## config.mk

```make
export PLATFORM = sky130hd
export DESIGN_NAME = instr_decode_unit_flat
export DESIGN_NICKNAME = d
export VERILOG_FILES = /design/src/rtl/instr_decode_unit_if.sv /design/src/rtl/instr_decode_unit.sv /design/src/flat_wrapper.sv
export SDC_FILE = /design/constraint.sdc
export NUM_CORES = 1
export LEC_CHECK = 0
export BUFFER_PORTS_ARGS = -buffer_cell sky130_fd_sc_hd__buf_4
export CORE_UTILIZATION = 31
export DETAILED_ROUTE_END_ITERATION = 10
export GPL_TIMING_DRIVEN = 1
export SYNTH_ARGS = -nofsm -noshare
export SYNTH_HDL_FRONTEND = slang
export SYNTH_SLANG_ARGS = --single-unit
export TNS_END_PERCENT = 50
```

## constraint.sdc

```tcl
create_clock -name clk -period 2.4 [get_ports clk]
set_input_delay 0.12 -clock clk [delete_from_list [all_inputs] [get_ports clk]]
set_output_delay 0.12 -clock clk [all_outputs]
set_load 0.02 [all_outputs]
```

## src/rtl/instr_decode_unit_if.sv

```systemverilog
// Fetch/issue bundle between instruction memory, instr_decode_unit and Logic_Unit.
// slave is the decode unit's view; master is the view of whatever drives it.
interface instr_decode_unit_if;
  logic [7:0] instr;
  logic       instr_valid;
  logic       instr_ready;
  logic [7:0] pc;
  logic [7:0] Decoder;
  logic [4:0] operand;
  logic       op_valid;
  logic       stall;
  logic       jmp_en;
  logic [7:0] jmp_addr;

  modport slave (
    input  instr, instr_valid, stall, jmp_en, jmp_addr,
    output instr_ready, pc, Decoder, operand, op_valid
  );

  modport master (
    output instr, instr_valid, stall, jmp_en, jmp_addr,
    input  instr_ready, pc, Decoder, operand, op_valid
  );
endinterface

```

## src/rtl/instr_decode_unit.sv

```systemverilog
// Fetch/decode front end for Logic_Unit: owns the program counter, fetches one byte per
// instruction and issues a one-hot Decoder select through a FETCH -> DECODE -> EXEC sequence.
module instr_decode_unit #(
  parameter logic [7:0] PC_RESET = 8'h00
) (
  input logic               clk,
  input logic               rst,
  instr_decode_unit_if.slave bus
);

  localparam logic [1:0] S_FETCH  = 2'd0;
  localparam logic [1:0] S_DECODE = 2'd1;
  localparam logic [1:0] S_EXEC   = 2'd2;

  logic [1:0] state;
  logic [7:0] pc_q;
  logic [7:0] ir_p0;
  logic [7:0] dec_p1;
  logic [4:0] operand_p1;
  logic       vld_p1;

  function automatic logic [7:0] onehot_op(input logic [2:0] opc);
    onehot_op = 8'b0000_0001 << opc;
  endfunction

  // Ready depends on state alone so upstream never sees a combinational loop through us.
  assign bus.instr_ready = (state == S_FETCH);
  assign bus.pc          = pc_q;
  assign bus.Decoder     = dec_p1;
  assign bus.operand     = operand_p1;
  assign bus.op_valid    = vld_p1;

  always_ff @(posedge clk) begin
    if (rst) begin
      state      <= S_FETCH;
      pc_q       <= PC_RESET;
      ir_p0      <= 8'h00;
      dec_p1     <= 8'h00;
      operand_p1 <= 5'h00;
      vld_p1     <= 1'b0;
    end else begin
      if (bus.jmp_en) begin
        pc_q <= bus.jmp_addr;
      end
      case (state)
        // p0: capture the instruction byte; a jump suppresses the accept entirely.
        S_FETCH: begin
          if (!bus.jmp_en && bus.instr_valid) begin
            ir_p0 <= bus.instr;
            pc_q  <= pc_q + 8'd1;
            state <= S_DECODE;
          end
        end
        // p1: expand the opcode, unless a jump flushes the fetched byte.
        S_DECODE: begin
          if (bus.jmp_en) begin
            state <= S_FETCH;
          end else begin
            dec_p1     <= onehot_op(ir_p0[7:5]);
            operand_p1 <= ir_p0[4:0];
            vld_p1     <= 1'b1;
            state      <= S_EXEC;
          end
        end
        S_EXEC: begin
          if (!bus.stall) begin
            dec_p1 <= 8'h00;
            vld_p1 <= 1'b0;
            state  <= S_FETCH;
          end
        end
        default: begin
          dec_p1 <= 8'h00;
          vld_p1 <= 1'b0;
          state  <= S_FETCH;
        end
      endcase
    end
  end

endmodule
```

## src/flat_wrapper.sv

```systemverilog
// flat-port wrapper written by rule: the top's interface ports become plain ports
module instr_decode_unit_flat 
#(
  parameter logic [7:0] PC_RESET = 8'h00
)
  (clk, rst, bus_instr, bus_instr_valid, bus_stall, bus_jmp_en, bus_jmp_addr, bus_instr_ready, bus_pc, bus_Decoder, bus_operand, bus_op_valid);
  instr_decode_unit_if bus_i ();
  input logic clk;
  input logic rst;
  input wire logic [$bits(bus_i.instr)-1:0] bus_instr;
  input wire logic [$bits(bus_i.instr_valid)-1:0] bus_instr_valid;
  input wire logic [$bits(bus_i.stall)-1:0] bus_stall;
  input wire logic [$bits(bus_i.jmp_en)-1:0] bus_jmp_en;
  input wire logic [$bits(bus_i.jmp_addr)-1:0] bus_jmp_addr;
  output wire logic [$bits(bus_i.instr_ready)-1:0] bus_instr_ready;
  output wire logic [$bits(bus_i.pc)-1:0] bus_pc;
  output wire logic [$bits(bus_i.Decoder)-1:0] bus_Decoder;
  output wire logic [$bits(bus_i.operand)-1:0] bus_operand;
  output wire logic [$bits(bus_i.op_valid)-1:0] bus_op_valid;
  assign bus_i.instr = bus_instr;
  assign bus_i.instr_valid = bus_instr_valid;
  assign bus_i.stall = bus_stall;
  assign bus_i.jmp_en = bus_jmp_en;
  assign bus_i.jmp_addr = bus_jmp_addr;
  assign bus_instr_ready = bus_i.instr_ready;
  assign bus_pc = bus_i.pc;
  assign bus_Decoder = bus_i.Decoder;
  assign bus_operand = bus_i.operand;
  assign bus_op_valid = bus_i.op_valid;
  instr_decode_unit #(.PC_RESET(PC_RESET)) u_core (.clk(clk), .rst(rst), .bus(bus_i));
endmodule
```

==> summary.md <==
| Metric | Value |
|---|---|
| CTS clk-pin slew, worst paths | 0.06 ns |
| Largest net degree at the start of global routing | 35 |
| Tmin final | 1.874 ns |
| Cell Chain, Critical Path | or4b_1, or4b_1, o311ai_1 |
| Width of the die | 69.66 um |
| RR Startpoint | u_core.state[1]$_SDFFE_PP0P_ |
| Status | complete, no violations |
| Worst-Skew Late Latency | 0.28 ns |
| Fin nets | 231 |
| PortBufs | 43 |
| Ant diodes | 0 |
| DRT iter0 DRCs | 69 |
| Crit-path most repeated cell | or4b_1 |
| Arr. time, crit path | 2.07 ns |
| Setup Crit Path Kind | reg -> reg |
| ANT nets after route | 0 |
| Drc violations | 0 |
| Dominant delay contributor by cell family on the critical path | simple AND/OR/NAND/NOR gates |
| IO Count | 44 |
| GP Congestion | 0.6863 |
| Clock Tree Root | clkbuf_8 |
| Cts bufs inserted | 5 |
| Mapped Cells | 169 |
| Power Dens Cells | 596.2 nW/um^2 |
| Clock skew | 0.004926 ns |
| Top post-synthesis cells by area | dfxtp_1 45%, a21oi_1 8.8%, nand2_1 7.9%, o211ai_1 4.8%, a311oi_1 2.5% |
| Final hold violations | 0 |
| Most instantiated cells after synthesis | 32 x dfxtp_1, 30 x nand2_1, 25 x a21oi_1 |
| Yosys reg bits | 32 |
| Starting Density | 0.3236 |
| Setup Buffers After CTS | 0 |
| Setup slack, reg-to-reg | 0.53 ns |
| Tot GR Track Use | 0.1477 |
| VDD IR max | 0.2737 mV |
| Clk buf depth | 2 |
| Avg Vias per Cell | 5.119 |
| Crit path capture type | flip-flop |
| Largest family of logic cells by synthesized area | simple AND/OR/NAND/NOR gates |
| Worst hold stages | 3 |
| CTS Sinks | 32 |
| Die span in y | 69.66 um |
| CTS tree | yes |
| H-Tree Depth | 2 |
| FMAX | 533.6 MHz |
| Register area share after synthesis | 0.4515 |
| Count leader, synth | dfxtp_1 |
| RR Endpoint | u_core.bus.pc[7]$_SDFF_PP0_ |
| First-pass GRT wire length | 5623 um |
| Slew margin rel. | 0.6018 |
| Slowest CP cell | or4b_1 |
| Standard-cell rows | 24 |
| Synth Area in XOR/XNOR | 0.006173 |
| Startpoint types | flip-flop |
| Initial antenna violation count | 0 |
| Total power | 1105 uW |
| Delay of the slowest cell on the worst path | 0.73 ns |
| Mux contribution to synthesized area | 0.007055 |
| Synth Net Count | 191 |
| Hold Path End | u_core.ir_p0[4]$_SDFFE_PP0P_ |
| RSZ-0062 raised after global routing | no |
| Max-Cap Viols | 0 |
| Syn Area/Cell | 8.396 um^2 |
| Hpwl dp | 2300 um |
| Final setup violation count | 0 |
| Final WL | 3432 um |
| Hold WC Path Type | in -> reg |
| Adder-cell share of the synthesized area | 0.008818 |
| Post-synth cell types | 40 |
| Core footprint | 4384 um^2 |
| Reg2Reg Depth | 3 |
| Async SR Flop Fraction | 0 |
| Compound-cell area share of the yosys netlist | 0.2108 |
| Aggregate negative setup slack | 0 ns |
| P_leak | 0.0007212 uW |
| Drt first pass iters | 5 |
| Synth top area share | 0.4515 |
| GR Overflow Total | 0 |
| CTS Hold Bufs | 0 |
| Die footprint | 4852 um^2 |
| P&R area growth vs syn | 30.60% |
| Hold_sp | bus_instr[4] |
| Mapped cell area | 1419 um^2 |
| Buf+Inv Stages, Crit Path | 0 |
| Primary FF master, synth | dfxtp_1 |
| Yosys Warn Count | 0 |
| Layout cell share with drive strength beyond 1 | 0.2584 |
| Largest area contributor in the netlist | dfxtp_1 |
| Worst-Margin Slew | 0.5961 ns |
| Number of synthesized flops with an enable pin | 0 |
| Post_cts resized | 0 |
| WL/cell | 13.15 um |
| Max-slew violation count | 0 |
| Via Count | 1336 |
| Vias in the first global route | 1201 |
| CP max FO | 12 |
| Synth Area in Simple Gates | 0.2654 |
| Final period util | 0.7809 |
| WP data required | 2.60 ns |
==> area by class of cell <==
class / count / area, um^2
clock buffers: 6 / 72.57
clock inverters: 1 / 5.005
fillers: 465 / 2531
inverters: 3 / 11.26
multi-input cells: 121 / 713.2
flip-flops and latches: 32 / 640.6
well taps: 52 / 65.06
repair buffers: 46 / 345.3
==> metrics by stage <==
step                      setup slack [ns]  instance area (um^2)  instances  hold WS [ns]    util
after detailed placement            0.5198                  1775        254        0.3796  0.4050
after global routing                0.4373                  1853        261       0.07552  0.4227
after global placement              0.5564                  1775        254        0.3697  0.4050
after CTS                           0.5116                  1853        261       0.07102  0.4227
after floorplan                     0.7216                  1419        169        0.2560       -
final                               0.5258                  1853        261       0.08248  0.4227
==> placed cells by master (no fill, tap or decap), drive strengths merged, types with 2 or more instances in the layout <==
| master | netlist | final |
|---|---|---|
| buf | 5 | 46 |
| dfxtp | 32 | 32 |
| nand2 | 30 | 30 |
| a21oi | 25 | 25 |
| nor2 | 9 | 9 |
| o211ai | 9 | 9 |
| nand3 | 6 | 6 |
| clkbuf | 8 | 6 |
| a311oi | 4 | 4 |
| and4 | 3 | 3 |
| nor2b | 3 | 3 |
| or4b | 3 | 3 |
| nor3b | 2 | 2 |
| nor4 | 2 | 2 |
| a211oi | 2 | 2 |
| inv | 2 | 2 |
| or4 | 2 | 2 |
| nor4b | 2 | 2 |
| clkinv | 1 | 2 |
| or3b | 2 | 2 |
==> kinds of logic after synthesis <==
logic type,after synthesis
simple gates,71
compound gates,47
flops,32
buf+inv,16
xor+xnor,1
mux,1
fa+ha+maj,1
==> metal layers <==
layer	routed length, um	part of all wire	vias to the layer above	GRT usage
met3	177	0.052	6	0.05087
met1	1724	0.50	606	0.2005
met5	0	0	-	0
li1	-	-	692	-
met2	1485	0.43	32	0.2168
met4	43	0.013	0	0.05333
==> where the power goes <==
group          switching [uW]  internal, uW  leakage, uW  total, uW
clock network             193           197    0.0000410        390
registers                23.1           551     0.000261        574
logic                    75.0          66.3     0.000419        141
==> how the worst max path moves through the flow <==
stage	endpoint	cells after the start	start	slack, ns
after global placement	u_core.bus.pc[7]$_SDFF_PP0_	3	u_core.state[1]$_SDFFE_PP0P_	0.56
after floorplan	u_core.bus.pc[7]$_SDFF_PP0_	4	u_core.state[0]$_SDFFE_PP0P_	0.72
final	u_core.bus.pc[7]$_SDFF_PP0_	3	u_core.state[1]$_SDFFE_PP0P_	0.53
after CTS	u_core.bus.pc[7]$_SDFF_PP0_	3	u_core.state[1]$_SDFFE_PP0P_	0.51
after global routing	u_core.bus.pc[7]$_SDFF_PP0_	3	u_core.state[1]$_SDFFE_PP0P_	0.44
after detailed placement	u_core.bus.pc[7]$_SDFF_PP0_	3	u_core.state[1]$_SDFFE_PP0P_	0.52
==> worst register-to-register path, cell delays in order, from the launching register on <==
cell and delay [ns]:
dfxtp_1 0.41, or4b_1 0.73, or4b_1 0.57, o311ai_1 0.08
==> state kept, by name, summed over array words and instances (netlist names) <==
register / count
u_core.bus.Decoder: 8
u_core.bus.op_valid: 1
u_core.bus.operand: 5
u_core.bus.pc: 8
u_core.ir_p0: 8
u_core.state: 2
No activity file was read; power rests on OpenSTA's default activity.
